### src/rtl/tempo_key_controller.sv
// Front-panel BPM key sequencer: debounced up/down/preset levels -> one-cycle step/preset commands with auto-repeat.
// Latency: a command appears the cycle after the triggering sample; no backpressure, commands are unconditional pulses.
module tempo_key_controller #(
    parameter int unsigned HOLD_DELAY_CYC   = 25000000,
    parameter int unsigned REPEAT_CYC       = 5000000,
    parameter int unsigned FAST_REPEAT_CYC  = 2000000,
    parameter int unsigned FAST_AFTER_STEPS = 10
) (
    input  logic clk,
    input  logic rst,
    input  logic key_up,
    input  logic key_down,
    input  logic key_preset,
    output logic step_pulse,
    output logic step_up,
    output logic preset_pulse,
    output logic repeating
);

    localparam int unsigned MAX_A  = (HOLD_DELAY_CYC > REPEAT_CYC) ? HOLD_DELAY_CYC : REPEAT_CYC;
    localparam int unsigned MAX_P  = (MAX_A > FAST_REPEAT_CYC) ? MAX_A : FAST_REPEAT_CYC;
    localparam int unsigned CW     = (MAX_P > 1) ? $clog2(MAX_P) : 1;
    localparam int unsigned RW     = $clog2(FAST_AFTER_STEPS + 2);

    // Counter holds "cycles since the step pulse"; a step fires when it reaches period-1.
    localparam logic [CW-1:0] HOLD_LAST   = CW'(HOLD_DELAY_CYC - 1);
    localparam logic [CW-1:0] REP_LAST    = CW'(REPEAT_CYC - 1);
    localparam logic [CW-1:0] FAST_LAST   = CW'(FAST_REPEAT_CYC - 1);
    localparam logic [RW-1:0] RCNT_SLOW   = RW'(FAST_AFTER_STEPS);
    localparam logic [RW-1:0] RCNT_MAX    = RW'(FAST_AFTER_STEPS + 1);

    typedef enum logic [1:0] {
        IDLE    = 2'd0,
        HOLD    = 2'd1,
        REPEAT  = 2'd2,
        LOCKOUT = 2'd3
    } state_t;

    state_t        state_q, state_d;
    logic [CW-1:0] cnt_q, cnt_d, cnt_inc;
    logic [RW-1:0] rcnt_q, rcnt_d, rcnt_inc;
    logic          preset_prev;
    logic          step_d, up_d, preset_d;
    logic          active_key, opposite_key, preset_rise, all_released;
    logic [CW-1:0] period_last;

    // step_up doubles as the direction of the key currently being held.
    assign active_key   = step_up ? key_up : key_down;
    assign opposite_key = step_up ? key_down : key_up;
    assign preset_rise  = key_preset & ~preset_prev;
    assign all_released = ~(key_up | key_down | key_preset);

    assign cnt_inc  = (cnt_q == {CW{1'b1}}) ? cnt_q : cnt_q + CW'(1);
    assign rcnt_inc = (rcnt_q >= RCNT_MAX) ? RCNT_MAX : rcnt_q + RW'(1);

    always_comb begin
        period_last = HOLD_LAST;
        if (state_q == REPEAT) begin
            period_last = (rcnt_q <= RCNT_SLOW) ? REP_LAST : FAST_LAST;
        end
    end

    always_comb begin
        state_d  = state_q;
        cnt_d    = cnt_inc;
        rcnt_d   = rcnt_q;
        step_d   = 1'b0;
        up_d     = step_up;
        preset_d = 1'b0;

        if (preset_rise) begin
            preset_d = 1'b1;
            state_d  = LOCKOUT;
            cnt_d    = '0;
            rcnt_d   = '0;
        end else begin
            unique case (state_q)
                IDLE: begin
                    cnt_d  = '0;
                    rcnt_d = '0;
                    if (key_up && key_down) begin
                        state_d = LOCKOUT;
                    end else if (key_up || key_down) begin
                        step_d  = 1'b1;
                        up_d    = key_up;
                        state_d = HOLD;
                    end
                end
                HOLD, REPEAT: begin
                    // A conflicting key wins over a simultaneous release.
                    if (opposite_key) begin
                        state_d = LOCKOUT;
                        cnt_d   = '0;
                        rcnt_d  = '0;
                    end else if (!active_key) begin
                        state_d = IDLE;
                        cnt_d   = '0;
                        rcnt_d  = '0;
                    end else if (cnt_q >= period_last) begin
                        step_d  = 1'b1;
                        state_d = REPEAT;
                        cnt_d   = '0;
                        rcnt_d  = rcnt_inc;
                    end
                end
                LOCKOUT: begin
                    cnt_d  = '0;
                    rcnt_d = '0;
                    if (all_released) begin
                        state_d = IDLE;
                    end
                end
                default: begin
                    state_d = LOCKOUT;
                    cnt_d   = '0;
                    rcnt_d  = '0;
                end
            endcase
        end
    end

    always_ff @(posedge clk) begin
        if (rst) begin
            state_q      <= LOCKOUT;
            cnt_q        <= '0;
            rcnt_q       <= '0;
            step_pulse   <= 1'b0;
            step_up      <= 1'b0;
            preset_pulse <= 1'b0;
            repeating    <= 1'b0;
            // Treat preset as already high so a key held through reset is not seen as a rise.
            preset_prev  <= 1'b1;
        end else begin
            state_q      <= state_d;
            cnt_q        <= cnt_d;
            rcnt_q       <= rcnt_d;
            step_pulse   <= step_d;
            step_up      <= up_d;
            preset_pulse <= preset_d;
            repeating    <= (state_q == REPEAT) && (state_d == REPEAT);
            preset_prev  <= key_preset;
        end
    end

endmodule

### config.mk
export PLATFORM = sky130hd
export DESIGN_NAME = tempo_key_controller
export DESIGN_NICKNAME = d
export VERILOG_FILES = /design/src/rtl/tempo_key_controller.sv
export SDC_FILE = /design/constraint.sdc
export NUM_CORES = 1
export LEC_CHECK = 0
export CAP_MARGIN = 30
export CORE_MARGIN = 10
export CORE_UTILIZATION = 30
export DETAILED_ROUTE_END_ITERATION = 10
export PLACE_DENSITY = 0.49
export SYNTH_ARGS = -nofsm -noshare
export SYNTH_HDL_FRONTEND = slang
export SYNTH_SLANG_ARGS = --single-unit
### constraint.sdc
create_clock -name clk -period 4.1 [get_ports clk]
set_input_delay 0.41 -clock clk [delete_from_list [all_inputs] [get_ports clk]]
set_output_delay 0.41 -clock clk [all_outputs]
set_load 0.03 [all_outputs]
==> metrics.txt, run 1 <==
DP HPWL=approximately 3900 um; CP Data Required Time=roughly 4.3 ns; Crit Reg-Reg Startpoint=rcnt_q[1]; post-synthesis simple-gate area fraction=26.5%; Worst path top cell family by delay=simple AND/OR/NAND/NOR gates; Critical Path Sink Type=register; CP Launch Point=rcnt_q[1]; post-synth top area share=a little under a third; die width=roughly 110 um; Seq/Total Area, Yosys=between 30% and 40%; hold depth=2; largest cells by area after synthesis=dfxtp_1 (31%), ha_1 (13%), a21oi_1 (7.2%); HP Class=reg2reg; area grow syn2layout=11.7%; Setup Buffers After CTS=0; switch share=a little under a third; cell area after synthesis=~2300 um2; Min Hold Slack=between 0.4 and 0.5 ns; R2R setup slack=0.53 ns; Post-synth ARST share=0%; Final Hold Fails=0; Clock transition at path regs=approximately 0.07 ns; Most used DFF post-synth=dfxtp_1; layout cell share with drive strength beyond 1=between 6 and 7%; Max Slew Vio Count=0; P_int=between 0.0005 and 0.0006 W; setup violators final=0; synth cell count leaders=dfxtp_1 (36), a21oi_1 (33), ha_1 (24); initial drt markers=around 120; Seq pwr share=around 47%; post-synthesis adder-cell area fraction=13.0%; Mapped Nets=a little over 300; final wirelength=5340 um; WL/cell=around 14 um; worst r2r path cells=14; Synth Instances=around 280; DR DRC count=0; num ports=9; leakage power=0.897 nW; mux contribution to synthesized area=under 10%; TritonCTS buffer count=5; GPL Wtd Cong=approximately 0.79; Tightest Pin Transition=around 0.5 ns; CP Cell Sequence=ha_1 -> nor2b_1 -> o21ai_0 -> inv_1 -> nand2_1 -> inv_1 -> ha_1 -> nand4_1 -> or4_4 -> a31oi_4 -> nor3_4 -> buf_4 -> or4_1 -> a21oi_1; Tmin final=about 3.6 ns; CP Max Fanout=between 40 and 50; # H-tree levels=2; slew margin rel.=66.7%; Worst path max stage delay=0.58 ns; CTS tree=done; # clock sinks=36; Worst Path Arrival=~3.8 ns; initial core utilization=between 30% and 40%; Critical Path Source Type=register; Clock power frac=~30%; Final TNS setup=0 ns; antenna violations before repair=0; RSZ-0062 raised after global routing=no; Tcrit/Tclk final=between 80% and 90%; peak supply drop=0.155 mV; synth warn=0; Post-synth EDFFs=0; Max Cap Viol=0; die area=about 12000 um2; num rows=31; slowest CP cell=or4_4; PD cells=between 300 and 400 nW/um2; router iterations before antenna repair=5; largest family of logic cells by synthesized area=simple AND/OR/NAND/NOR gates; antenna cell count=0; port buffer count=8; Fill cells=a little under 800; XOR/XNOR Fraction of Synth Area=0%; die height=roughly 110 um; Switch Pwr=between 0.0002 and 0.00025 W; Avg Synthesized Cell Area=~8.2 um2; Buffers & Inverters on Critical Path=3; via count=2057; CTS resizes=0; Peak Freq=~0.28 GHz; largest net degree at the start of global routing=42; leading area contributor after synthesis=dfxtp_1; Critical Path Stages=14; CTS Buffer Depth=2; clk root buf=clkbuf_8; Distinct cells, synth=45; most common cell in the netlist=dfxtp_1; hold_sp=cnt_q[5]; remaining antenna violation count=0; Clock Skews=about 0.0057 ns; grt ovf=0; status=completed; crit path kind=reg2reg; via count of the first global-routing pass=1933; quantity of hold-fixing buffers added after cts=0; first-pass GRT wire length=~9400 um; combinational power share=between 20% and 30%; Tot GR Track Use=under 10%; Core Region=approximately 7400 um2; Layout Nets=roughly 320; synthesis-stage register bit count=36; area fraction in compound gates after synthesis=22.2%; via density per instance=5.29; Worst-Skew Late Latency=0.29 ns
power groups by stage:
stage               Sequential [W]  Clock (W)  Combinational [W]
floorplan                 0.000381          0           0.000137
global placement          0.000381          0           0.000191
detailed placement        0.000382          0           0.000187
CTS                       0.000374   0.000250           0.000187
global route              0.000375   0.000267           0.000212
finish                    0.000374   0.000239           0.000186
metal layers:
layer	track usage (%)	vias up	share of wire, %
li1	-	1070	-
met1	13.2	953	51
met2	14.8	29	44
met3	2.28	5	4.4
met4	2.96	0	0.92
met5	0	-	0
final timing paths:
kind               end
max          cnt_q[13]
min           cnt_q[5]
max reg2reg  cnt_q[13]
min reg2reg   cnt_q[5]
area by class of cell:
type | count | area [um2] | share of cell area (%)
Clock buffer | 6 | 72.6 | 2.82
Clock inverter | 1 | 5.00 | 0.195
Inverter | 19 | 71.3 | 2.77
Multi-Input combinational cell | 216 | 1470 | 57.1
Sequential cell | 36 | 721 | 28.0
Tap cell | 99 | 124 | 4.82
Timing Repair Buffer | 12 | 110 | 4.28
worst reg2reg max path, stage by stage (launching register included):
cell and delay (ns):
dfxtp_1 0.40, ha_1 0.17, nor2b_1 0.04, o21ai_0 0.25
inv_1 0.07, nand2_1 0.18, inv_1 0.12, ha_1 0.31
nand4_1 0.15, or4_4 0.58, a31oi_4 0.28, nor3_4 0.07
buf_4 0.25, or4_1 0.51, a21oi_1 0.15
metrics by stage:
stage          worst slack, ns  total power, W  cell area [um2]  util, %  cells
6_report                 0.531        0.000799             2570     34.9    389
5_1_grt                  0.244        0.000854             2570     34.9    389
4_1_cts                  0.500        0.000811             2570     34.9    389
3_5_place_dp             0.523        0.000569             2490     33.8    382
3_3_place_gp             0.656        0.000572             2490     33.8    382
2_1_floorplan            0.859        0.000518             2300        -    281
logic make-up (layout without fill, tap and decap cells):
family | Yosys count | in the layout
and+or+nand+nor | 107 | 107
AOI/OAI and AO/OA | 81 | 81
DFF | 36 | 36
buffers and inverters | 29 | 38
adders and majority gates | 24 | 24
muxes | 4 | 4
cell usage in the layout, fill, tap and decap left out, types with 8 or more instances in the layout:
| cell type | netlist | layout |
|---|---|---|
| dfxtp_1 | 36 | 36 |
| a21oi_1 | 33 | 33 |
| ha_1 | 24 | 24 |
| inv_1 | 19 | 19 |
| nand2_1 | 18 | 18 |
| o31ai_1 | 15 | 15 |
| o21ai_0 | 14 | 14 |
| nand3_1 | 14 | 14 |
| or4_1 | 14 | 14 |
| nor2_1 | 12 | 12 |
| nand4_1 | 9 | 9 |
| or3_1 | 9 | 9 |
| clkdlybuf4s50_1 | 0 | 8 |
flip-flops by register name (all words and copies together) (netlist names):
name / cells
preset_pulse: 1
state_q: 2
repeating: 1
rcnt_q: 4
step_up: 1
step_pulse: 1
cnt_q: 25
preset_prev: 1
No activity file was read; power rests on OpenSTA's default activity.
==> run 2: changes to the inputs <==
==> constraint.sdc (replaced) <==
create_clock -name clk -period 4.1 [get_ports clk]
set_input_delay 0.41 -clock clk [delete_from_list [all_inputs] [get_ports clk]]
set_output_delay 0.41 -clock clk [all_outputs]
set_load 0.05 [all_outputs]
==> results of run 2 <==
Same layout as run 1 (identical final DEF). Status: completed.
Among the figures that moved: total power 0.000799 W -> 0.000801 W
